## src/rtl/bulls_cows_engine.sv

```systemverilog
// Bulls-and-Cows game core: collects keypad digits into a guess, then scores it one
// digit per cycle against the loaded secret and tracks tries through WIN / LOSE.
module bulls_cows_engine #(
  parameter int DIGITS       = 4,
  parameter int MAX_TRIES    = 10,
  parameter int TRY_W        = 4,
  parameter int ALLOW_REPEAT = 0,
  localparam int CW          = $clog2(DIGITS + 1)
) (
  input  logic                clk,
  input  logic                rst,
  input  logic [4*DIGITS-1:0] secret_in,
  input  logic                secret_load,
  input  logic                key_valid,
  input  logic [3:0]          key_digit,
  input  logic                key_clear,
  input  logic                key_enter,
  output logic [4*DIGITS-1:0] guess,
  output logic [CW-1:0]       guess_len,
  output logic                busy,
  output logic                result_valid,
  output logic [CW-1:0]       strike,
  output logic [CW-1:0]       ball,
  output logic                err_dup,
  output logic [TRY_W-1:0]    tries,
  output logic                win,
  output logic                lose
);

  typedef enum logic [2:0] {IDLE, ENTRY, SCORE, WIN, LOSE} state_t;

  state_t              state, state_d;
  logic [4*DIGITS-1:0] secret;
  logic [CW-1:0]       idx;
  logic [CW-1:0]       st_acc, bl_acc;
  logic                dup_acc;
  logic [DIGITS-1:0]   lane_st, lane_bl, lane_dup;
  logic                cur_st, cur_bl, cur_dup;
  logic                full, score_done, reject;

  assign full       = (guess_len == CW'(DIGITS));
  assign score_done = (idx == CW'(DIGITS));
  assign reject     = dup_acc && (ALLOW_REPEAT == 0);
  assign busy       = (state == SCORE);
  assign win        = (state == WIN);
  assign lose       = (state == LOSE);

  // Per-position match flags; SCORE walks idx across them one lane per cycle.
  always_comb begin
    lane_st  = '0;
    lane_bl  = '0;
    lane_dup = '0;
    for (int i = 0; i < DIGITS; i++) begin
      lane_st[i] = (guess[4*i +: 4] == secret[4*i +: 4]);
      for (int j = 0; j < DIGITS; j++) begin
        if (j != i && guess[4*i +: 4] == secret[4*j +: 4]) lane_bl[i] = 1'b1;
        if (j > i && guess[4*i +: 4] == guess[4*j +: 4])   lane_dup[i] = 1'b1;
      end
      if (lane_st[i]) lane_bl[i] = 1'b0;
    end
  end

  always_comb begin
    cur_st  = 1'b0;
    cur_bl  = 1'b0;
    cur_dup = 1'b0;
    for (int i = 0; i < DIGITS; i++) begin
      if (idx == CW'(i)) begin
        cur_st  = lane_st[i];
        cur_bl  = lane_bl[i];
        cur_dup = lane_dup[i];
      end
    end
  end

  always_ff @(posedge clk) begin
    if (rst) state <= IDLE;
    else     state <= state_d;
  end

  always_comb begin
    state_d = state;
    if (secret_load) begin
      state_d = ENTRY;
    end else begin
      case (state)
        ENTRY: if (!key_clear && key_enter && full) state_d = SCORE;
        SCORE: begin
          if (score_done) begin
            if (reject)                                         state_d = ENTRY;
            else if (st_acc == CW'(DIGITS))                     state_d = WIN;
            else if ((tries + TRY_W'(1)) == TRY_W'(MAX_TRIES))  state_d = LOSE;
            else                                                state_d = ENTRY;
          end
        end
        default: state_d = state;
      endcase
    end
  end

  always_ff @(posedge clk) begin
    if (rst) begin
      secret       <= '0;
      guess        <= '0;
      guess_len    <= '0;
      strike       <= '0;
      ball         <= '0;
      tries        <= '0;
      result_valid <= 1'b0;
      err_dup      <= 1'b0;
      idx          <= '0;
      st_acc       <= '0;
      bl_acc       <= '0;
      dup_acc      <= 1'b0;
    end else begin
      result_valid <= 1'b0;
      err_dup      <= 1'b0;
      if (secret_load) begin
        secret    <= secret_in;
        guess     <= '0;
        guess_len <= '0;
        tries     <= '0;
        strike    <= '0;
        ball      <= '0;
        idx       <= '0;
      end else begin
        case (state)
          ENTRY: begin
            if (key_clear) begin
              guess     <= '0;
              guess_len <= '0;
            end else if (key_enter && full) begin
              idx     <= '0;
              st_acc  <= '0;
              bl_acc  <= '0;
              dup_acc <= 1'b0;
            end else if (key_valid && key_digit <= 4'd9 && !full) begin
              guess     <= {guess[4*DIGITS-5:0], key_digit};
              guess_len <= guess_len + CW'(1);
            end
          end
          SCORE: begin
            if (!score_done) begin
              st_acc  <= st_acc + CW'(cur_st);
              bl_acc  <= bl_acc + CW'(cur_bl);
              dup_acc <= dup_acc | cur_dup;
              idx     <= idx + CW'(1);
            end else begin
              // A rejected guess leaves the held score and try count untouched.
              if (reject) begin
                err_dup <= 1'b1;
              end else begin
                result_valid <= 1'b1;
                strike       <= st_acc;
                ball         <= bl_acc;
                tries        <= tries + TRY_W'(1);
              end
              guess     <= '0;
              guess_len <= '0;
            end
          end
          default: ;
        endcase
      end
    end
  end

endmodule
```

## config.mk

```make
export PLATFORM = sky130hd
export DESIGN_NAME = bulls_cows_engine
export DESIGN_NICKNAME = d
export VERILOG_FILES = /design/src/rtl/bulls_cows_engine.sv
export SDC_FILE = /design/constraint.sdc
export NUM_CORES = 1
export LEC_CHECK = 0
export CAP_MARGIN = 15
export CORE_MARGIN = 1.5
export CORE_UTILIZATION = 54
export CTS_CLUSTER_DIAMETER = 120
export DETAILED_ROUTE_END_ITERATION = 16
export GPL_TIMING_DRIVEN = 0
export HOLD_SLACK_MARGIN = 0.1
export PLACE_DENSITY = 0.93
export SLEW_MARGIN = 20
export SYNTH_ARGS = -nofsm -noshare
export SYNTH_HDL_FRONTEND = slang
export SYNTH_SLANG_ARGS = --single-unit
```

## constraint.sdc

```tcl
create_clock -name clk -period 2.82 [get_ports clk]
set_input_delay 0.846 -clock clk [delete_from_list [all_inputs] [get_ports clk]]
set_output_delay 0.846 -clock clk [all_outputs]
set_load 0.01 [all_outputs]
```

Word level (Yosys, flattened, before mapping). Index checks and enable logic that the tools add are counted.

Register bits after elaboration: 60. Bits of input ports: 26. Logic and storage cells: 150.

Add/sub/neg operators: 5. Order comparisons: 1. Eq/ne operators: 42. Multiplexer cells: 65. Bitwise gates (word level): 5. Reductions and logical operators: 18.

Operator list (number): equality test 4 bit (22); 2-to-1 mux 16 bit (4); 2-to-1 mux 3 bit (14); 2-to-1 mux 1 bit (40); one-hot mux 16 bit (2 select lines) (1); one-hot mux 3 bit (2 select lines) (5); equality test 3 x 2 -> 1 bit (second input constant) (4); equality test 3 bit (second input constant) (4); != test 3 bit (second input constant) (3); AND reduction 3 bit (3); != test 2 bit (second input constant) (4); AND reduction 4 bit (2); adder 3 x 1 -> 3 bit (2); adder 3 x 1 -> 3 bit (second input constant) (2); equality test 3 x 1 -> 1 bit (second input constant) (2); logical AND 1 bit (5); AND reduction 5 bit (1); adder 4 x 1 -> 4 bit (second input constant) (1); equality test 4 bit (second input constant) (1); less-or-equal comparator 4 bit (second input constant) (1); NOT 1 bit (4); OR reduction 4 bit (1); zero test 3 bit (1); != test 3 x 2 -> 1 bit (second input constant) (1); 7 further kinds (8).

Longest topological paths before layout. Gate-level depths: netlist of run 1.

Depth after elaboration: 12. Depth in mapped cells: 11. Gate-level depth less buffers: 11.

Worst setup path after synthesis of run 1. No wires, ideal clock.

Path kind: flip-flop to flip-flop. Start: register guess[13]. End: register bl_acc[1]. Setup time: 0.070 ns. Arrival time: 2.092 ns. Required time: 2.750 ns. Path slack: 0.658 ns. Stages on the path, launching flop included: 11. Path buffers: 1. Clock period less this slack: 2.162 ns. Cell sequence: dfxtp_1 clkbuf_1 xor2_1 nor4_1 o311ai_0 o31a_1 nand3_1 ha_1 ha_1 nand3_1 a21oi_1.

Longest elaborated chain between the ends: 9. Elaborated cells on any way between the ends: 12. Those cells by class: 1 x add/sub; 4 x eq/ne; 7 x mux.

Ends and longest elaborated chain: start: declaration (line 18) `output logic [4*DIGITS-1:0] guess,`; start signal: assignment (line 138) `guess <= {guess[4*DIGITS-5:0], key_digit};`; equality test 4 bit (line 56) `if (j != i && guess[4*i +: 4] == secret[4*j +: 4]) lane_bl[i] = 1'b1;`; 2-to-1 mux 1 bit (3 in a row) (line 56); 2-to-1 mux 1 bit (*) (line 59) `if (lane_st[i]) lane_bl[i] = 1'b0;`; 2-to-1 mux 1 bit (*) (line 68) `if (idx == CW'(i)) begin`; adder 3 x 1 -> 3 bit (*) (line 145) `bl_acc <= bl_acc + CW'(cur_bl);`; 2-to-1 mux 3 bit (*) (line 143) `if (!score_done) begin`; one-hot mux 3 bit (2 select lines) (*) (line 127) `case (state)`; end signal: assignment (line 145); end: declaration (line 35) `logic [CW-1:0] st_acc, bl_acc;`.

Every way passes the cells marked *; elsewhere a longest branch is shown, timed or not. The select of a mux whose other input is x is not followed. A chain may end at the register's enable or synchronous reset.

Final worst setup path of run 1.
Start: register state[1]. End: output port busy.

Longest elaborated chain between the ends: 1.

Ends and longest elaborated chain: start: declaration (line 32) `state_t state, state_d;`; start signal: assignment (line 78) `else state <= state_d;`; equality test 3 x 2 -> 1 bit (line 44) `assign busy = (state == SCORE);`; end: declaration (line 20) `output logic busy,`.

No other way between the ends.

==> summary.txt, run 1 <==
Finish
  • Ant diodes: 0
  • Share of layout cells above drive strength 1: 5.81%
  • Layout area overhead: 23.9%
  • Nets: 550
  • Fillers: 512
  • Area of the multi-input gates: 2220 sq um
  • Sequential Area: 1200 sq um
  • Most frequent cells in the layout: 60 x xnor2_1, 60 x dfxtp_1, 58 x clkdlybuf4s50_1

Clocking
  • Setup Fix Bufs, Post-CTS: 0
  • # hold bufs at CTS: 0
  • Root Driver: clkbuf_8
  • Cts repair resizes: 0
  • Worst-Skew Late Latency: 350 ps
  • Clk sinks: 60
  • H-tree levels: 3
  • CTS buffer count: 9
  • Clock Path Buffers: 2
  • CTS tree: yes
  • Clock slew at reported path FFs: 70 ps

Logic synthesis
  • EDFF count, synth: 0
  • Flops & latches, synth: 60
  • Sequential fraction of the synthesis area: 32.7%
  • Top_reg_cell synth: dfxtp_1
  • Mapped Cells: 442
  • Syn nets: 481
  • Top post-synthesis cells by area: dfxtp_1 33%, xnor2_1 14%, xor2_1 8.1%
  • Top cell type's share of synthesized area: 32.7%
  • Synth Cell Area: 3670 sq um
  • Synth warn: 0
  • Synth Area per Inst: 8.30 sq um
  • Async set-reset flop share out of synthesis: 0%
  • Dominant cell type by area after synthesis: dfxtp_1
  • Synth cell types: 49

GRT
  • Largest net degree at the start of global routing: 13
  • Gr usage total: 26.7%
  • Global-route wire length before repair: 15.5 mm
  • Vias in the first global route: 3,367
  • Initial antenna violation count: 0
  • Total grt overflow: 0

STA
  • Peak Freq: 362 MHz
  • Min Hold Slack: 487 ps
  • Setup tns final: 0 ps
  • # setup viols final: 0
  • Final hold vios: 0
  • Max_slew headroom: 53.8%
  • Min Clock Period, post-route: 2760 ps
  • Worst-margin pin slew: 694 ps
  • Worst Skew: 5.67 ps
  • RSZ-0062 raised after global routing: false
  • Slew Limit Fails: 0
  • Fin crit share: 98.0%

Place
  • Routability-driven placement congestion ratio: 0.941
  • Detailed Place HPWL: 6.71 mm
  • Port bufs: 58

Critical path
  • Buffers & Inverters on Critical Path: 3
  • CP Cell Sequence: or3b_1 > buf_6 > clkinv_8 > clkdlybuf4s50_1
  • Largest fanout on the critical path: 10
  • CP Data Required Time: 1970 ps
  • CP max-delay cell: clkdlybuf4s50_1
  • Critical path type: reg2out
  • CP arrival: 1920 ps
  • Reg2Reg Setup Slack: 220 ps
  • Slowest stage delay, CP: 530 ps
  • CP delay by family, top: buffers and inverters
  • Startpoint types: register
  • Critical Path Sink Type: output pin

Floorplan
  • Cell Rows: 29
  • Die W: 85.4 microns
  • Core ar.: 6460 sq um
  • Chip height: 85.4 microns
  • Die area: 7300 sq um
  • Starting Density: 56.8%
  • I/O pin cnt: 60

Outcome
  • Status: finished with violations
  • Failing checks: design-rule violations

Routing
  • First-pass detailed-route iteration total: 10
  • Detailed Route WL: 9.21 mm
  • Mean routed wirelength per cell: 15.5 microns
  • Antenna Nets Post-Route: 0
  • Vias: 3,350
  • DR iter-0 viols: 158
  • DR vias/cell: 5.65
  • DRC viols: 2

Min path
  • Hold crit path type: reg2reg

Power and ir drop
  • VDD IR max: 0.406 mV
  • PwrDens: 420 nW/um^2
  • P_leak: 1.70 nW

Job
  • Max-cap check violation count: 0
cells in the mapped netlist, types with 7 or more instances:
master,count
nor3_1,7
nand4_1,15
mux2i_1,22
nand3_1,11
nand2_1,46
a21oi_1,30
inv_1,9
xnor2_1,60
clkbuf_1,35
ha_1,13
xor2_1,34
dfxtp_1,60
nor2_1,39
registers in the layout, indices dropped and copies added, names as in the netlist:
name          count
guess            16
secret           16
tries             4
ball              3
bl_acc            3
guess_len         3
idx               3
st_acc            3
state             3
strike            3
dup_acc           1
err_dup           1
result_valid      1
cell type report:
cell class,count,area share (%)
buffer,48,4.29
timing repair buffer,58,12.8
multi-input combinational,324,48.9
clock buffer,9,2.72
tap,77,2.12
sequential,60,26.4
inverter,10,1.10
clock inverter,7,1.68
routing by layer:
metal | vias to the layer above | global-route usage, % | wire, microns
met2 | 123 | 46.2 | 4560
met4 | 0 | 10.3 | 180
met5 | - | 0 | 0
met3 | 25 | 6.61 | 616
li1 | 1613 | - | -
met1 | 1589 | 31.6 | 3850
power breakdown:
part / switching, mW / internal (mW)
Clock: 0.379 / 0.412
Combinational: 0.132 / 0.117
Sequential: 0.00595 / 0.863
metrics by stage:
stage	utilization [%]	total power [mW]	instance area [sq um]	cells	setup WS, ps
floorplan	-	1.05	3670	442	658
global placement	67.3	1.12	4350	577	-34.0
detailed placement	67.3	1.13	4350	577	-127
CTS	70.4	1.92	4550	593	41.0
global route	70.4	1.99	4550	593	1.69
finish	70.4	1.91	4550	593	56.6
final timing paths:
kind / cells past startpoint / end / start
worst max-delay path: 4 / busy / state[1]
worst min-delay path: 2 / bl_acc[0] / bl_acc[0]
worst max register to register: 11 / bl_acc[2] / guess[12]
worst min register to register: 2 / bl_acc[0] / bl_acc[0]
kinds of logic (layout without fill, tap and decap cells):
| kind of cell | count (synthesis) | count (layout) | share of synthesized area [%] |
|---|---|---|---|
| AOI/OAI and AO/OA | 52 | 52 | 8.52 |
| xor gates and xnor gates | 94 | 94 | 22.4 |
| adders and majority gates | 13 | 13 | 4.43 |
| buffers and inverters | 58 | 132 | 6.68 |
| DFF | 60 | 60 | 32.7 |
| muxes | 22 | 22 | 6.00 |
| and+or+nand+nor | 143 | 143 | 19.2 |
worst reg2reg max path, stage by stage (launching register included):
cell      delay [ps]
dfxtp_1          370
buf_1            510
xor2_1           250
nor4_1            70
o311ai_0         390
o31a_1           200
nand3_1           80
ha_1             190
ha_1             190
nor2_1           110
o21ai_1           70
a21oi_1          110
Note: power is estimated with default switching activity, not from simulation.
==> inputs of run 2 (changes only) <==
- CELL_PAD_IN_SITES_DETAIL_PLACEMENT: unset -> 1
- CELL_PAD_IN_SITES_GLOBAL_PLACEMENT: unset -> 1
- CORE_UTILIZATION: 54 -> 40
- CTS_CLUSTER_DIAMETER: 120 -> unset
- PLACE_DENSITY: 0.93 -> 0.92
==> summary.txt, run 2 (synthesized netlist as in run 1, its figures left out) <==
Critical path
  • CP Cell Sequence: or3b_1 > buf_6 > clkinv_8 > clkdlybuf4s50_1
  • FF-to-FF path depth: 11 (unchanged)
  • CP max-delay cell: clkdlybuf4s50_1
  • Critical Path Sink Type: output pin
  • CP delay by family, top: buffers and inverters
  • CP arrival: 1880 ps (-40 ps)
  • CP Data Required Time: 1970 ps (about the same)
  • Largest fanout on the critical path: 10 (unchanged)
  • Slowest stage delay, CP: 530 ps (about the same)
  • Buffers & Inverters on Critical Path: 3 (unchanged)
  • Startpoint types: register
  • Critical path type: reg2out
  • Critical path depth: 4 (unchanged)

Routing
  • Mean routed wirelength per cell: 18.2 microns (+17%)
  • Antenna Nets Post-Route: 0 (unchanged)
  • Vias: 3,429 (+2.4%)
  • DR vias/cell: 5.47 (-3.2%)
  • DR iter-0 viols: 124 (-22%)
  • DRC viols: 4 (+2)
  • First-pass detailed-route iteration total: 10 (unchanged)
  • Detailed Route WL: 11.4 mm (+24%)

Power and ir drop
  • P_leak: 1.74 nW (+2.1%)
  • Clock power share: 43.8% (+2.4 points)
  • Psw: 513 uW (-0.66%)
  • VDD IR max: 0.235 mV (-42%)
  • Tot Pwr: 2.02 mW (+5.8%)
  • Seq pwr share: 43.1% (-2.4 points)
  • Internal: 1.51 mW (+8.2%)
  • Sw Ratio: 25.4% (-1.7 points)
  • PwrDens: 436 nW/um^2 (+3.9%)
  • Combinational fraction of design power: 13.2% (+0.2 points)

Floorplan
  • Starting Density: 41.7% (-15 points)
  • Die W: 98.8 microns (+16%)
  • Core ar.: 8810 sq um (+36%)
  • I/O pin cnt: 60 (unchanged)
  • Cell Rows: 34 (+17%)
  • Die area: 9760 sq um (+34%)
  • Chip height: 98.8 microns (+16%)

Clocking
  • Clock slew at reported path FFs: 70 ps (about the same)
  • Clock Path Buffers: 2 (unchanged)
  • Clk sinks: 60 (unchanged)
  • CTS tree: yes
  • H-tree levels: 3 (unchanged)
  • CTS buffer count: 9 (unchanged)
  • Worst-Skew Late Latency: 350 ps (about the same)
  • Root Driver: clkbuf_8

STA
  • Min Clock Period, post-route: 2730 ps (-38.3 ps)
  • Peak Freq: 367 MHz (+1.4%)
  • Fin crit share: 96.6% (-1.4 points)
  • Worst Skew: 9.44 ps (+3.77 ps)
  • RSZ-0062 raised after global routing: false
  • Slew Limit Fails: 0 (unchanged)
  • Worst-margin pin slew: 698 ps (+4.38 ps)
  • Fin worst setup slack: 94.9 ps (+38.3 ps)
  • Final hold vios: 0 (unchanged)
  • # setup viols final: 0 (unchanged)
  • Max_slew headroom: 53.5% (-0.29 points)

Finish
  • Nets: 553 (+0.55%)
  • Commonest non-fill, non-tap cell in the layout: xnor2_1
  • Most frequent cells in the layout: 60 x xnor2_1, 59 x dfxtp_1, 58 x clkdlybuf4s50_1
  • Final Non-Filler Cells: 627 (+5.7%)
  • Fin util: 52.6% (-18 points)
  • Ant diodes: 0 (unchanged)
  • Share of layout cells above drive strength 1: 6.74% (+0.93 points)
  • Largest regs: guess x16, secret x16, tries x4
  • Layout area overhead: 26.2%

Outcome
  • Status: finished with violations
  • Failing checks: design-rule violations

GRT
  • Initial antenna violation count: 0 (unchanged)
  • Total grt overflow: 0 (unchanged)
  • Largest net degree at the start of global routing: 11 (-2)
  • Global-route wire length before repair: 18.0 mm (+16%)
  • Vias in the first global route: 3,642 (+8.2%)
  • Gr usage total: 23.6% (-3.1 points)

Place
  • Placement Setup Slack: -166 ps (-38.9 ps)
  • Routability-driven placement congestion ratio: 0.866 (-7.9%)
  • Dpl cells: 608 (+5.4%)
  • Detailed Place HPWL: 7.77 mm (+16%)
  • Port bufs: 58 (unchanged)

Min path
  • Hold crit path type: reg2reg
  • Hold Path Stages: 2 (unchanged)

Job
  • Max-cap check violation count: 0 (unchanged)
-- run 2: cell count changes in the layout (fill, tap and decap cells not counted), sizes merged --
cell	previous run	this run
clkbuf	44	48
buf	13	15
clkinv	4	2
bufinv	1	2
clkinvlp	2	1
inv	10	9
-- run 2: path summary, 6_finish.rpt --
check	slack (ps)	from	end
setup / recovery	90	state[0]	busy
hold / removal	490	bl_acc[0]	bl_acc[0]
setup reg to reg	180	guess[11]	bl_acc[2]
hold reg to reg	490	bl_acc[0]	bl_acc[0]
-- run 2: area by class of cell --
| cell class | instances | area (sq um) |
|---|---|---|
| Fill cell | 1067 | 4180 |
| Multi-Input combinational cell | 324 | 2220 |
| Sequential cell | 60 | 1200 |
| Timing Repair Buffer | 61 | 603 |
| Buffer | 48 | 199 |
| Clock buffer | 12 | 145 |
| Tap cell | 108 | 135 |
| Clock inverter | 4 | 72.6 |
| Inverter | 10 | 50.0 |
-- run 2: power groups by stage --
stage | sequential (mW) | combinational [mW] | clock (mW)
3_3_place_gp | 0.888 | 0.240 | 0
3_5_place_dp | 0.889 | 0.253 | 0
6_report | 0.870 | 0.266 | 0.884
2_1_floorplan | 0.888 | 0.166 | 0
4_1_cts | 0.870 | 0.260 | 0.894
5_1_grt | 0.871 | 0.287 | 0.938
-- run 2: worst register-to-register path, cell delays in order, from the launching register on --
cell and delay (ps):
dfxtp_1 360, clkbuf_1 500, xor2_1 150, nor4_1 390, nor3_1 100, o31a_1 300
nand3_1 90, ha_1 180, ha_1 180, nor2_1 60, o21ai_1 120, a21oi_1 90
-- run 2: per-stage QoR --
step	cell area [sq um]	hold WS, ps	TNS, ps
after detailed placement	4390	486	-1700
after global placement	4390	469	-1290
after global routing	4630	525	0
final	4630	493	0
after floorplan	3670	449	0
after CTS	4600	498	0
-- run 2: per-layer routing --
| metal | up-vias | routed length (microns) | global-route usage, % |
|---|---|---|---|
| met3 | 37 | 482 | 5.53 |
| li1 | 1616 | - | - |
| met4 | 0 | 329 | 8.90 |
| met2 | 109 | 5960 | 44.6 |
| met5 | - | 0 | 0 |
| met1 | 1667 | 4640 | 25.4 |
-- run 2: repair_timing --
item / 4_1_cts / 5_1_grt
setup endpoints to repair: 0 / 4
hold buffers: 0 / 0
gates resized for setup: 0 / 6
buffers inserted: 0 / 3
==> inputs of run 3 (changes only) <==
- PLACE_DENSITY: 0.92 -> 0.89
==> summary.txt, run 3 (synthesized netlist as in run 1, its figures left out) <==
Outcome
  • Status: finished with violations
  • Failing checks: design-rule violations

Critical path
  • Reg2Reg Setup Slack: 190 ps (about the same)
  • Largest fanout on the critical path: 10 (unchanged)
  • CP max-delay cell: clkdlybuf4s50_1
  • CP Launch Point: state[0]
  • Critical Path Sink Type: output pin
  • CP Capture Point: busy
  • CP Data Required Time: 1970 ps (about the same)
  • R2R Path Start: guess[8]
  • FF-to-FF End: bl_acc[2]
  • Slowest stage delay, CP: 530 ps (about the same)
  • CP Cell Sequence: or3b_1 > buf_6 > clkinv_8 > clkdlybuf4s50_1
  • FF-to-FF path depth: 11 (unchanged)
  • Buffers & Inverters on Critical Path: 3 (unchanged)
  • CP arrival: 1870 ps (about the same)
  • Startpoint types: register
  • Critical path depth: 4 (unchanged)
  • Critical path type: reg2out
  • CP delay by family, top: buffers and inverters

Floorplan
  • Cell Rows: 34 (unchanged)
  • Die W: 98.8 microns (unchanged)
  • I/O pin cnt: 60 (unchanged)
  • Chip height: 98.8 microns (unchanged)
  • Core ar.: 8810 sq um (unchanged)
  • Die area: 9760 sq um (unchanged)
  • Starting Density: 41.7% (unchanged)

Place
  • Routability-driven placement congestion ratio: 0.841 (-2.9%)
  • Port bufs: 58 (unchanged)
  • Detailed Place HPWL: 8.11 mm (+4.4%)
  • Placement Setup Slack: -243 ps (-77.4 ps)
  • Post-place instance area: 4390 sq um (unchanged)

Routing
  • First-pass detailed-route iteration total: 10 (unchanged)
  • Antenna Nets Post-Route: 0 (unchanged)
  • DR iter-0 viols: 128 (+3.2%)
  • Detailed Route WL: 10.9 mm (-4.5%)
  • DRC viols: 6 (+2)
  • Mean routed wirelength per cell: 17.5 microns (-4.1%)
  • DR vias/cell: 5.33 (-2.6%)
  • Vias: 3,324 (-3.1%)

Finish
  • Commonest non-fill, non-tap cell in the layout: xnor2_1
  • Most frequent cells in the layout: 60 x xnor2_1, 59 x dfxtp_1, 58 x clkdlybuf4s50_1
  • Nets: 550 (-0.54%)
  • Share of layout cells above drive strength 1: 6.01% (-0.74 points)
  • Final Cell Area: 4640 sq um (+0.16%)
  • Ant diodes: 0 (unchanged)
  • Fillers: 1,051 (-1.5%)
  • Largest regs: guess x16, secret x16, tries x4
  • Layout area overhead: 26.4%

Clocking
  • Setup Fix Bufs, Post-CTS: 0 (unchanged)
  • Clock Path Buffers: 2 (unchanged)
  • Clock slew at reported path FFs: 70 ps (about the same)
  • H-tree levels: 3 (unchanged)
  • Clk sinks: 60 (unchanged)
  • Worst-Skew Late Latency: 340 ps (about the same)
  • CTS tree: yes
  • CTS buffer count: 9 (unchanged)
  • Root Driver: clkbuf_8

GRT
  • Largest net degree at the start of global routing: 11 (unchanged)
  • Gr usage total: 23.3% (-0.32 points)
  • Initial antenna violation count: 0 (unchanged)
  • Total grt overflow: 0 (unchanged)
  • Global-route wire length before repair: 17.9 mm (-0.19%)
  • Vias in the first global route: 3,615 (-0.74%)

STA
  • Final hold vios: 0 (unchanged)
  • Max_slew headroom: 52.8% (-0.66 points)
  • RSZ-0062 raised after global routing: false
  • Worst Skew: 11.1 ps (+1.64 ps)
  • # setup viols final: 0 (unchanged)
  • Peak Freq: 368 MHz (+0.16%)
  • Min Clock Period, post-route: 2720 ps (-4.39 ps)
  • Fin crit share: 96.5% (-0.16 points)
  • Worst-margin pin slew: 708 ps (+9.88 ps)
  • Fin worst setup slack: 99.3 ps (+4.39 ps)
  • Slew Limit Fails: 0 (unchanged)

Min path
  • Hold Crit Start: bl_acc[0]
  • Hold crit path type: reg2reg
  • Hold Path Stages: 2 (unchanged)

Power and ir drop
  • VDD IR max: 0.238 mV (+1.5%)
  • P_leak: 1.74 nW (-0.14%)
  • PwrDens: 455 nW/um^2 (+4.3%)

Job
  • Max-cap check violation count: 0 (unchanged)
[run 3: cell types whose count changed in the layout (fill, tap and decap cells not counted)]
cell        previous run  this run
clkinvlp_4             1         0
clkbuf_8              10        11
buf_4                  3         0
buf_1                  5         6
clkbuf_2               3         1
bufinv_16              2         3
[run 3: worst min-delay path by stage]
stage                      endpoint  slack, ps
after floorplan           bl_acc[0]        450
after global placement    bl_acc[0]        460
after detailed placement  bl_acc[0]        480
after CTS                 bl_acc[0]        500
after global routing      bl_acc[1]        540
final                     bl_acc[0]        500
[run 3: tightest hold or removal path, delay by kind of cell, from the launching register on]
family / cells / cell delay [ps]
flops: 1 / 330
simple gates: 1 / 70
compound gates: 1 / 50
[run 3: layer usage]
metal / vias up / global-route usage, % / wire, microns / share of wire (%)
met3: 18 / 4.33 / 304 / 2.8
li1: 1614 / - / - / -
met2: 65 / 44.5 / 5810 / 53
met4: 0 / 6.81 / 181 / 1.7
met5: - / 0 / 0 / 0
met1: 1627 / 26.0 / 4600 / 42
[run 3: metrics by stage]
| stage | setup TNS, ps | hold slack (ps) | utilization (%) | std cells | power [mW] |
|---|---|---|---|---|---|
| 5_1_grt | 0 | 535 | 52.7 | 624 | 2.19 |
| 2_1_floorplan | 0 | 449 | - | 442 | 1.05 |
| 3_3_place_gp | -1400 | 460 | 49.8 | 608 | 1.13 |
| 3_5_place_dp | -2550 | 475 | 49.8 | 608 | 1.14 |
| 6_report | 0 | 497 | 52.7 | 624 | 2.11 |
| 4_1_cts | 0 | 501 | 52.6 | 624 | 2.12 |
[run 3: layout make-up]
class                      count  area (sq um)  share of cell area (%)
inverter                      10          50.0                    1.08
clock inverter                 4          95.1                    2.05
sequential                    60          1200                    25.9
buffer                        48           196                    4.24
multi-input combinational    324          2220                    47.9
clock buffer                  12           155                    3.35
timing repair buffer          58           581                    12.5
tap                          108           135                    2.91
[run 3: power breakdown]
group	total, mW	internal [mW]	switching (mW)
Sequential	0.870	0.864	0.00608
Clock	0.982	0.635	0.347
Combinational	0.258	0.118	0.140
Total	2.11	1.62	0.493
[run 3: repair_timing]
item                                   CTS  global route
gates resized for setup                  0             3
endpoints found under the hold margin    0             0
hold buffers                             0             0
setup endpoints to repair                0             3
